===== src/rtl/counter_ctl.sv =====
// Button-driven modulo-MOD up/down counter with RUN/STEP/HOLD modes.
// One clock domain: the tick prescaler and the debounce strobe are clock enables.
module counter_ctl #(
  parameter int WIDTH    = 8,
  parameter int MOD      = 256,
  parameter int DIV_BITS = 24,
  parameter int DB_BITS  = 5,
  parameter int DB_LEN   = 4,
  parameter int ACT_W    = 3
) (
  input  logic             CLK,
  input  logic             RST_N,
  input  logic [2:0]       BTTN,
  output logic [WIDTH-1:0] LEDS,
  output logic [ACT_W-1:0] ACT_LED,
  output logic [1:0]       MODE,
  output logic             DIR,
  output logic             WRAP
);

  localparam logic [1:0] MODE_RUN  = 2'd0;
  localparam logic [1:0] MODE_STEP = 2'd1;
  localparam logic [1:0] MODE_HOLD = 2'd2;

  localparam int               DBC_W    = (DB_LEN > 1) ? $clog2(DB_LEN) : 1;
  localparam logic [DBC_W-1:0] DBC_LAST = DBC_W'(DB_LEN - 1);
  localparam logic [WIDTH-1:0] CNT_MAX  = WIDTH'(MOD - 1);
  localparam logic [WIDTH-1:0] CNT_ZERO = {WIDTH{1'b0}};

  logic [DIV_BITS-1:0]        div_q, div_d;
  logic [DB_BITS-1:0]         strb_q, strb_d;
  logic [2:0]                 sync1_q, sync2_q;
  logic [2:0]                 db_state_q, db_state_d;
  logic [2:0][DBC_W-1:0]      dbcnt_q, dbcnt_d;
  logic [2:0]                 press_q, press_d;
  logic [1:0]                 mode_q, mode_d;
  logic                       dir_q, dir_d;
  logic [WIDTH-1:0]           leds_q, leds_d;
  logic                       wrap_q, wrap_d;
  logic [ACT_W-1:0]           act_q, act_d;
  logic                       tick_s, strobe_s, cnt_evt_s;

  assign tick_s   = &div_q;
  assign strobe_s = &strb_q;

  // Free-running prescaler, debounce strobe counter and activity counter.
  always_comb begin
    div_d  = div_q + DIV_BITS'(1'b1);
    strb_d = strb_q + DB_BITS'(1'b1);
    if (tick_s) begin
      act_d = act_q + ACT_W'(1'b1);
    end else begin
      act_d = act_q;
    end
  end

  // Per-button debounce: a new level is accepted after DB_LEN differing strobes.
  always_comb begin
    db_state_d = db_state_q;
    dbcnt_d    = dbcnt_q;
    press_d    = 3'b000;
    if (strobe_s) begin
      for (int i = 0; i < 3; i++) begin
        if (sync2_q[i] != db_state_q[i]) begin
          if (dbcnt_q[i] == DBC_LAST) begin
            db_state_d[i] = sync2_q[i];
            dbcnt_d[i]    = {DBC_W{1'b0}};
            press_d[i]    = ~sync2_q[i];
          end else begin
            dbcnt_d[i] = dbcnt_q[i] + DBC_W'(1'b1);
          end
        end else begin
          dbcnt_d[i] = {DBC_W{1'b0}};
        end
      end
    end else begin
      press_d = 3'b000;
    end
  end

  // Mode sequencing and direction toggle; the unused encoding falls back to RUN.
  always_comb begin
    mode_d = mode_q;
    case (mode_q)
      MODE_RUN:  if (press_q[1]) mode_d = MODE_STEP; else mode_d = MODE_RUN;
      MODE_STEP: if (press_q[1]) mode_d = MODE_HOLD; else mode_d = MODE_STEP;
      MODE_HOLD: if (press_q[1]) mode_d = MODE_RUN;  else mode_d = MODE_HOLD;
      default:   mode_d = MODE_RUN;
    endcase
    dir_d = dir_q ^ press_q[2];
  end

  // Count event uses pre-edge mode/direction, so same-edge presses apply after it.
  always_comb begin
    case (mode_q)
      MODE_RUN:  cnt_evt_s = tick_s;
      MODE_STEP: cnt_evt_s = press_q[0];
      default:   cnt_evt_s = 1'b0;
    endcase
    leds_d = leds_q;
    wrap_d = 1'b0;
    if (cnt_evt_s) begin
      if (!dir_q) begin
        if (leds_q == CNT_MAX) begin
          leds_d = CNT_ZERO;
          wrap_d = 1'b1;
        end else begin
          leds_d = leds_q + WIDTH'(1'b1);
        end
      end else begin
        if (leds_q == CNT_ZERO) begin
          leds_d = CNT_MAX;
          wrap_d = 1'b1;
        end else begin
          leds_d = leds_q - WIDTH'(1'b1);
        end
      end
    end else begin
      wrap_d = 1'b0;
    end
  end

  // State registers; synchronisers and debounced levels idle high (released).
  always_ff @(posedge CLK or negedge RST_N) begin
    if (!RST_N) begin
      div_q      <= {DIV_BITS{1'b0}};
      strb_q     <= {DB_BITS{1'b0}};
      sync1_q    <= 3'b111;
      sync2_q    <= 3'b111;
      db_state_q <= 3'b111;
      dbcnt_q    <= {(3 * DBC_W){1'b0}};
      press_q    <= 3'b000;
      mode_q     <= MODE_RUN;
      dir_q      <= 1'b0;
      leds_q     <= CNT_ZERO;
      wrap_q     <= 1'b0;
      act_q      <= {ACT_W{1'b0}};
    end else begin
      div_q      <= div_d;
      strb_q     <= strb_d;
      sync1_q    <= BTTN;
      sync2_q    <= sync1_q;
      db_state_q <= db_state_d;
      dbcnt_q    <= dbcnt_d;
      press_q    <= press_d;
      mode_q     <= mode_d;
      dir_q      <= dir_d;
      leds_q     <= leds_d;
      wrap_q     <= wrap_d;
      act_q      <= act_d;
    end
  end

  // Activity LEDs are active-low and bit-reversed relative to the counter.
  always_comb begin
    ACT_LED = {ACT_W{1'b1}};
    for (int i = 0; i < ACT_W; i++) begin
      ACT_LED[i] = ~act_q[ACT_W-1-i];
    end
  end

  assign LEDS = leds_q;
  assign MODE = mode_q;
  assign DIR  = dir_q;
  assign WRAP = wrap_q;

endmodule


===== config.mk =====
export PLATFORM = sky130hd
export DESIGN_NAME = counter_ctl
export DESIGN_NICKNAME = d
export VERILOG_FILES = /design/src/rtl/counter_ctl.sv
export SDC_FILE = /design/constraint.sdc
export NUM_CORES = 1
export LEC_CHECK = 0
export BUFFER_PORTS_ARGS = -buffer_cell sky130_fd_sc_hd__buf_2
export CAP_MARGIN = 5
export CORE_MARGIN = 8
export CORE_UTILIZATION = 35
export CTS_BUF_LIST = sky130_fd_sc_hd__clkbuf_4
export CTS_CLUSTER_DIAMETER = 80
export DETAILED_ROUTE_END_ITERATION = 10
export PLACE_DENSITY = 0.63
export SKIP_CTS_REPAIR_TIMING = 1
export SYNTH_ARGS = -nofsm -noshare
export SYNTH_HDL_FRONTEND = slang
export SYNTH_SLANG_ARGS = --single-unit

===== constraint.sdc =====
create_clock -name CLK -period 2.05 [get_ports CLK]
set_clock_uncertainty 0.05 [all_clocks]
set_input_delay 0 -clock CLK [delete_from_list [all_inputs] [get_ports CLK]]
set_output_delay 0 -clock CLK [all_outputs]
set_load 0.02 [all_outputs]

## Yosys cells after proc, flatten, opt, wreduce, memory -nomap -nowiden

Cells that the tools add are included.

- Add/subtract/negate cells: 8
- Equality and inequality tests: 9
- Multiplexer cells: 25
- Bitwise operators: 7
- Reduce and logical (&&, ||, !) cells: 7

Operators with widths:

| operator | number |
|---|---|
| 24-bit by 1-bit adder with 24-bit output (second input constant) | 1 |
| 8-bit 2-to-1 mux | 3 |
| 24-bit AND reduction | 1 |
| 7-bit AND reduction | 3 |
| 2-bit 2-to-1 mux | 8 |
| 1-bit 2-to-1 mux | 11 |
| 8-bit by 1-bit adder with 8-bit output (second input constant) | 1 |
| 2-bit == test (second input constant) | 4 |
| 8-bit == test (second input constant) | 1 |
| 8-bit logical NOT | 1 |
| 8-bit by 1-bit subtractor with 8-bit output (second input constant) | 1 |
| 2-bit by 1-bit adder with 2-bit output (second input constant) | 3 |
| 1-bit inverter | 6 |
| 2-bit case mux with 3 select lines | 1 |
| 5-bit by 1-bit adder with 5-bit output (second input constant) | 1 |
| 5-bit AND reduction | 1 |
| 3-bit by 1-bit adder with 3-bit output (second input constant) | 1 |
| 3-bit 2-to-1 mux | 1 |
| 1-bit != test | 3 |
| 2-bit by 1-bit == test with 1-bit output (second input constant) | 1 |
| 2-bit logical NOT | 1 |
| 1-bit case mux with 2 select lines | 1 |
| 1-bit XOR | 1 |

- Register bits: 62
- Output and inout port bits: 15
- Logic and storage cells: 72

## Depth between registers and ports, before layout

Gate-level depths: netlist of the first run.

- Depth in word-level cells: 4
- Mapped depth: 7
- Mapped depth without buffers: 6

## Least setup slack after synthesis of the first run

Ideal clock, no wire load.

- Path kind: flip-flop to flip-flop
- From: reg leds_q[1], in the netlist LEDS[1]
- To: reg leds_q[3], in the netlist LEDS[3]
- Library setup time: 0.138 ns
- Arrival: 1.672 ns
- Required time: 1.862 ns
- Path slack: 0.190 ns
- Stages on the path, launching flop included: 7
- Path buffers: 0
- Clock period less this slack: 1.860 ns
- Path through: dfrtp_1 -> ha_1 -> nand2_1 -> nor3_1 -> nor2_1 -> a2111oi_0 -> a21oi_1

- Cells in the longest elaborated chain, start to end: 3

RTL lines:

| item | line | source |
|---|---|---|
| start, declared | 38 | `logic [WIDTH-1:0] leds_q, leds_d;` |
| start signal, assigned | 148 | `leds_q <= leds_d;` |
| 8-bit by 1-bit adder with 8-bit output (tied with other cells) | 108 | `leds_d = leds_q + WIDTH'(1'b1);` |
| 8-bit 2-to-1 mux (on tied branches) | 104, 111 |  |
| 8-bit 2-to-1 mux (*) | 103 | `if (!dir_q) begin` |

Mark *: on every way between the ends. The rest lies on a longest branch, timed or not.
A chain may end at the register's enable or synchronous reset.

## Final worst setup path of the first run

- From: reg div_q[2]
- To: reg leds_q[4], in the netlist LEDS[4]

- Cells in the longest elaborated chain, start to end: 2

RTL lines:

| item | line | source |
|---|---|---|
| start, declared | 30 | `logic [DIV_BITS-1:0] div_q, div_d;` |
| start signal, assigned | 126 | `div_q <= {DIV_BITS{1'b0}};` |
| start signal, assigned | 139 | `div_q <= div_d;` |
| 24-bit AND reduction | 43 | `assign tick_s = &div_q;` |
| 1-bit case mux with 2 select lines | 95 | `case (mode_q)` |

Every way passes these cells.

==> impl_metrics.py, run 1 <==
metrics = {
    "run_status": {
        "status": "finished, final reports clean",
    },
    "grt": {
        "grt_pass1_wl_um": 9280,
        "grt_pass1_vias": 1908,
        "grt-ovfl-total": 0,
        "antenna_found_initial": 0,
        "grt_max_degree": 35,
        "grt_usage_pct": 10.0,
    },
    "finish": {
        "fillers": 786,
        "multiInputGateArea_um2": 1290,
        "regArea_um2": 1560,
        "drive_gt1_share_pct": 21.1,
        "layout_common_cells": "53 x dfrtp_1, 30 x nand2_1, 20 x xnor2_1, 19 x buf_2, 18 x nor2_1",
        "syn2layout_area_growth_pct": 15.4,
        "stdcell_count": 413,
        "nets": 318,
        "diodes": 0,
        "final_common_cell": "dfrtp_1",
    },
    "pwr": {
        "power_mw": 2.12,
        "p_sw_share_pct": 21.5,
        "internal-power_mw": 1.66,
        "peakVddDrop_mv": 0.361,
        "power.density_nw_per_um2": 626,
        "power_leakage_nw": 1.57,
        "p_switching_uw": 454,
        "seqPwrFrac_pct": 58.6,
        "power.share.clock_pct": 39.1,
        "p_comb_share_pct": 2.2,
    },
    "synth": {
        "syn_nets": 283,
        "seq_area_frac_synth_pct": 53.3,
        "synth-edff-count": 0,
        "synth-seq-cells": 62,
        "yosysWarnings": 0,
        "syn_avg_cell_area_um2": 10.9,
        "synth.distinct_cells": 49,
        "synth_flop_cell": "dfrtp_1",
        "syn_inst": 268,
        "synth_top_cell_area_share_pct": 45.2,
        "async_flop_share_pct": 100,
        "synth_area_um2": 2930,
        "ys_top_cells_by_area": "dfrtp_1 45%, dfstp_2 8.1%, xnor2_1 6.0%",
        "yosys.area.top_type": "dfrtp_1",
    },
    "setup_path": {
        "path_delay_family": "compound AO/OA/AOI/OAI gates",
        "crit_path_max_incr_delay_ps": 420,
        "worstPathArrival_ps": 2080,
        "r2r_start": "div_q[2]$_DFF_PN0_",
        "worstPathCellList": "nand3_1, nor4_4, a41oi_2, o41ai_1",
        "crit_type": "flop to flop",
        "startpoint": "div_q[2]$_DFF_PN0_",
        "endpoint_kind": "flop",
        "cp_max_fo": 8,
        "worst-path-buf-inv": 0,
        "crit_slowest_cell": "dfrtp_1",
        "start_kind": "flop",
        "crit_required_ps": 2300,
    },
    "sta": {
        "rsz0062_at_grt": "no",
        "setup-tns-final_ps": 0,
        "hold_viol_final": 0,
        "finalCritPeriodShare_pct": 89.3,
        "setup_viol": 0,
        "period_needed_ps": 1830,
        "slew_viol_final": 0,
        "tightest_slew_ps": 676,
        "whs_ps": 123,
        "fmax_mhz": 546,
        "relSlewSlack_pct": 54.9,
    },
    "route": {
        "wl_per_cell_um": 12.9,
        "avgViaCountPerCell": 4.95,
        "drtIter0Drc": 68,
        "drt_first_pass_iters": 4,
        "vias": 2045,
        "drt_wl_total_um": 5340,
        "drc": 0,
        "ant_nets": 0,
    },
    "clocking": {
        "clock-sinks": 62,
        "cts_buffers": 9,
        "clkTransAtPathRegs_ps": 110,
        "clk-insertion-delay-late_ps": 400,
        "cts_buffer_depth": 2,
        "tritoncts": "yes",
        "ctsRootBufferMaster": "clkbuf_4",
        "htreeDepth": 3,
    },
    "floorplanning": {
        "ioPinCount": 20,
        "dieArea_um2": 11600,
        "rows": 33,
        "start_util_pct": 35.9,
        "die_h_um": 108,
        "core_um2": 8180,
        "die_w_um": 108,
    },
    "placed_design": {
        "dp.cells": 393,
        "globalplace.congestion": 0.827,
        "numPortBuffers": 19,
        "dp_hpwl_um": 3740,
    },
    "min_path": {
        "hp-class": "primary input to async pin",
    },
    "run": {
        "cap_violations": 0,
    },
}
state kept, by name (all words and copies together), names as in the netlist:
| name | count |
|---|---|
| DIR | 1 |
| LEDS | 8 |
| MODE | 2 |
| WRAP | 1 |
| act_q | 3 |
| db_state_q | 3 |
| dbcnt_q | 6 |
| div_q | 24 |
| press_q | 3 |
| strb_q | 5 |
| sync1_q | 3 |
| sync2_q | 3 |
layer usage:
metal / share of wire [%] / wire length (um) / track usage [%] / vias to the layer above
met5: 0 / 0 / 0 / -
met4: 0.79 / 42 / 3.87 / 0
met3: 6.1 / 327 / 3.77 / 2
met2: 46 / 2430 / 14.9 / 45
met1: 47 / 2540 / 12.9 / 982
li1: - / - / - / 1016
path summary, 6_finish.rpt:
kind / end / slack (ps) / cells past startpoint
max in group asynchronous: div_q[13]$_DFF_PN0_ / 1210 / 3
max reg2reg: LEDS[4]$_DFFE_PN0P_ / 220 / 4
min reg2reg: sync2_q[2]$_DFF_PN1_ / 310 / 0
min: LEDS[5]$_DFFE_PN0P_ / 120 / 2
min in group CLK: sync1_q[2]$_DFF_PN1_ / 190 / 2
max: LEDS[4]$_DFFE_PN0P_ / 220 / 4
layout make-up:
class                           count  share of cell area [%]
Multi-Input combinational cell    185                    38.2
Clock inverter                      4                    1.40
Tap cell                          105                    3.88
Timing Repair Buffer               31                    6.13
Inverter                           14                    1.55
Sequential cell                    62                    46.2
Clock buffer                       12                    2.66
power groups by stage:
stage	Combinational, mW	Clock (mW)	Sequential, mW
after floorplan	0.00941	0	1.26
after global placement	0.0432	0	1.26
after detailed placement	0.0443	0	1.27
after CTS	0.0444	0.873	1.24
after global routing	0.0564	0.923	1.24
final	0.0472	0.829	1.24
cell usage after synthesis (2+ instances only):
library cell	instances
mux2_2	3
o41ai_1	2
nand4_1	5
dfstp_2	9
xnor2_1	20
clkbuf_1	6
and4b_1	3
nor2b_1	2
and3_1	6
o21ai_1	2
xor2_1	12
and3b_1	2
nand3_1	9
nor2_1	18
ha_1	10
a21oi_1	5
dfrtp_1	53
nor3_1	11
nand2_1	30
o21ai_0	6
a31oi_1	5
o22ai_1	6
o221ai_1	3
inv_1	14
o31ai_1	2
per-stage QoR:
step	instance area, um2	worst slack, ps	util [%]
6_report	3390	219	41.4
5_1_grt	3390	28.7	41.4
4_1_cts	3340	146	40.9
3_5_place_dp	3210	168	39.2
3_3_place_gp	3210	222	39.2
2_1_floorplan	2930	190	-
kinds of logic after synthesis:
logic type,synth area share (%)
and+or+nand+nor,19.2
AOI/OAI and AO/OA,9.47
muxes,1.54
xor gates and xnor gates,9.55
adders and majority gates,4.26
buffers and inverters,2.73
DFF,53.3
(Power assumes the default switching activity.)
==> inputs of run 2 (changes only) <==
Settings changed: PLACE_DENSITY 0.63 to 0.65.
Clock period 2.05 ns to 1.6 ns, I/O delays scaled along.
==> run 2 against run 1 <==
Net effect: final cell count increased by 15%; clock power rose by 57%; worst hold slack worse by 31 ps; sequential power increased by 28%; critical path depth increased by 2; via count increased by 15%; global-route usage up 1.6 points; the flow now finishes with violations (negative setup slack); first-iteration DRC count fell by 8.8%; worst setup slack lost 390 ps.
==> impl_metrics.py, run 2 (synthesis gave the netlist of run 1 again) <==
metrics = {
    "setup_path": {
        "worstPathCellList": "buf_6, and3_4, nand4_4, or4_4, nand2b_4, xnor2_1",
        "worst-path-buf-inv": 1,
        "path_delay_family": "simple AND/OR/NAND/NOR gates",
        "endpoint_kind": "flop",
        "crit_required_ps": 1850,
        "cp_max_fo": 4,
        "start_kind": "flop",
        "worstPathArrival_ps": 2020,
        "crit_slowest_cell": "or4_4",
        "crit_path_max_incr_delay_ps": 550,
        "crit_type": "flop to flop",
    },
    "clocking": {
        "clk-insertion-delay-late_ps": 410,
        "htreeDepth": 3,
        "cts_buffers": 9,
        "clock-sinks": 62,
        "tritoncts": "yes",
        "ctsRootBufferMaster": "clkbuf_4",
        "clkTransAtPathRegs_ps": 120,
        "cts_buffer_depth": 2,
    },
    "route": {
        "drt_first_pass_iters": 4,
        "drtIter0Drc": 62,
        "wl_per_cell_um": 13.8,
        "drt_wl_total_um": 6550,
        "ant_nets": 0,
        "vias": 2359,
        "drc": 0,
        "avgViaCountPerCell": 4.97,
    },
    "grt": {
        "antenna_found_initial": 0,
        "grt_pass1_vias": 2221,
        "grt_usage_pct": 11.6,
        "grt-ovfl-total": 0,
        "grt_pass1_wl_um": 10500,
        "grt_max_degree": 27,
    },
    "floorplanning": {
        "dieArea_um2": 11600,
        "start_util_pct": 35.9,
        "core_um2": 8180,
        "rows": 33,
        "die_h_um": 108,
        "ioPinCount": 20,
        "die_w_um": 108,
    },
    "sta": {
        "fin_ws_ps": -171,
        "finalCritPeriodShare_pct": 111,
        "setup-tns-final_ps": -1310,
        "period_needed_ps": 1770,
        "rsz0062_at_grt": "yes",
        "relSlewSlack_pct": 54.8,
        "tightest_slew_ps": 675,
        "slew_viol_final": 0,
        "fmax_mhz": 565,
        "setup_viol": 17,
        "hold_viol_final": 0,
    },
    "finish": {
        "top_register": "div_q",
        "layout_common_cells": "63 x buf_4, 48 x dfrtp_1, 26 x nand2_1, 19 x buf_2, 18 x xnor2_1",
        "syn2layout_area_growth_pct": 38.7,
        "diodes": 0,
        "final_common_cell": "buf_4",
        "utilization_pct": 49.8,
        "nets": 380,
        "drive_gt1_share_pct": 42.7,
        "design_area_um2": 4070,
        "largest_reg_flops": 24,
        "fillers": 734,
    },
    "pwr": {
        "p_comb_share_pct": 2.3,
        "p_switching_uw": 697,
        "seqPwrFrac_pct": 53.7,
        "power_leakage_nw": 1.98,
        "power.share.clock_pct": 44.0,
        "internal-power_mw": 2.27,
        "power.density_nw_per_um2": 728,
        "p_sw_share_pct": 23.5,
        "peakVddDrop_mv": 0.449,
    },
    "run_status": {
        "violations": "negative setup slack",
        "status": "complete, but fails checks",
    },
    "placed_design": {
        "numPortBuffers": 19,
        "dp_hpwl_um": 4530,
        "dpl_cell_area_um2": 3670,
        "globalplace.congestion": 0.836,
    },
    "run": {
        "cap_violations": 0,
    },
    "min_path": {
        "hp-class": "primary input to async pin",
    },
}
run 2: changes by cell type in the layout (fill, tap and decap cells not counted), moves of 4 or more:
cell | before | now
dfrtp_2 | 0 | 5
o21ai_0 | 6 | 2
ha_1 | 10 | 6
dfrtp_1 | 53 | 48
buf_4 | 7 | 63
buf_6 | 0 | 5
nand2_1 | 30 | 26
inv_6 | 0 | 4
run 2: layer usage:
metal	vias to the layer above	routed length [um]	track usage, %
li1	1138	-	-
met2	48	3270	18.2
met4	0	103	4.36
met1	1164	2810	13.8
met5	-	0	0
met3	9	366	4.97
run 2: through the flow:
stage | hold slack [ps] | power [mW] | worst slack [ps] | std cells
2_1_floorplan | -346 | 1.63 | -151 | 268
3_3_place_gp | -85.3 | 1.68 | -111 | 446
3_5_place_dp | -79.3 | 1.68 | -154 | 446
4_1_cts | -552 | 3.02 | -221 | 462
5_1_grt | 62.5 | 3.11 | -228 | 475
6_report | 91.7 | 2.96 | -171 | 475
run 2: final timing paths:
check | from | endpoint | slack (ps) | cells past startpoint
setup reg to reg | div_q[4]$_DFF_PN0_ | div_q[23]$_DFF_PN0_ | -170 | 6
min in group CLK | BTTN[0] | sync1_q[0]$_DFF_PN1_ | 170 | 2
max in group asynchronous | RST_N | LEDS[0]$_DFFE_PN0P_ | 260 | 3
hold / removal | RST_N | strb_q[4]$_DFF_PN0_ | 90 | 3
setup / recovery | div_q[4]$_DFF_PN0_ | div_q[23]$_DFF_PN0_ | -170 | 6
hold reg to reg | sync1_q[2]$_DFF_PN1_ | sync2_q[2]$_DFF_PN1_ | 310 | 0
run 2: worst reg2reg max path, delay by kind of cell (launching register included):
family	cells	cell delay [ps]
simple gates	4	990
flops	1	400
xor+xnor	1	110
buf+inv	1	110
run 2: area by class of cell:
cell class              count  area (um2)  share of cell area, %
flip-flops and latches     62        1570                   38.5
multi-input cells         185        1450                   35.7
repair buffers             93         694                   17.1
well taps                 105         131                   3.23
clock inverters             7         103                   2.52
clock buffers               9        67.6                   1.66
inverters                  14        52.6                   1.29
run 2: power by group through the flow:
stage,Combinational [mW],Clock [mW],Sequential (mW)
global placement,0.0594,0,1.62
global route,0.0793,1.44,1.59
CTS,0.0614,1.36,1.59
finish,0.0684,1.30,1.59
floorplan,0.0121,0,1.62
detailed placement,0.0614,0,1.62
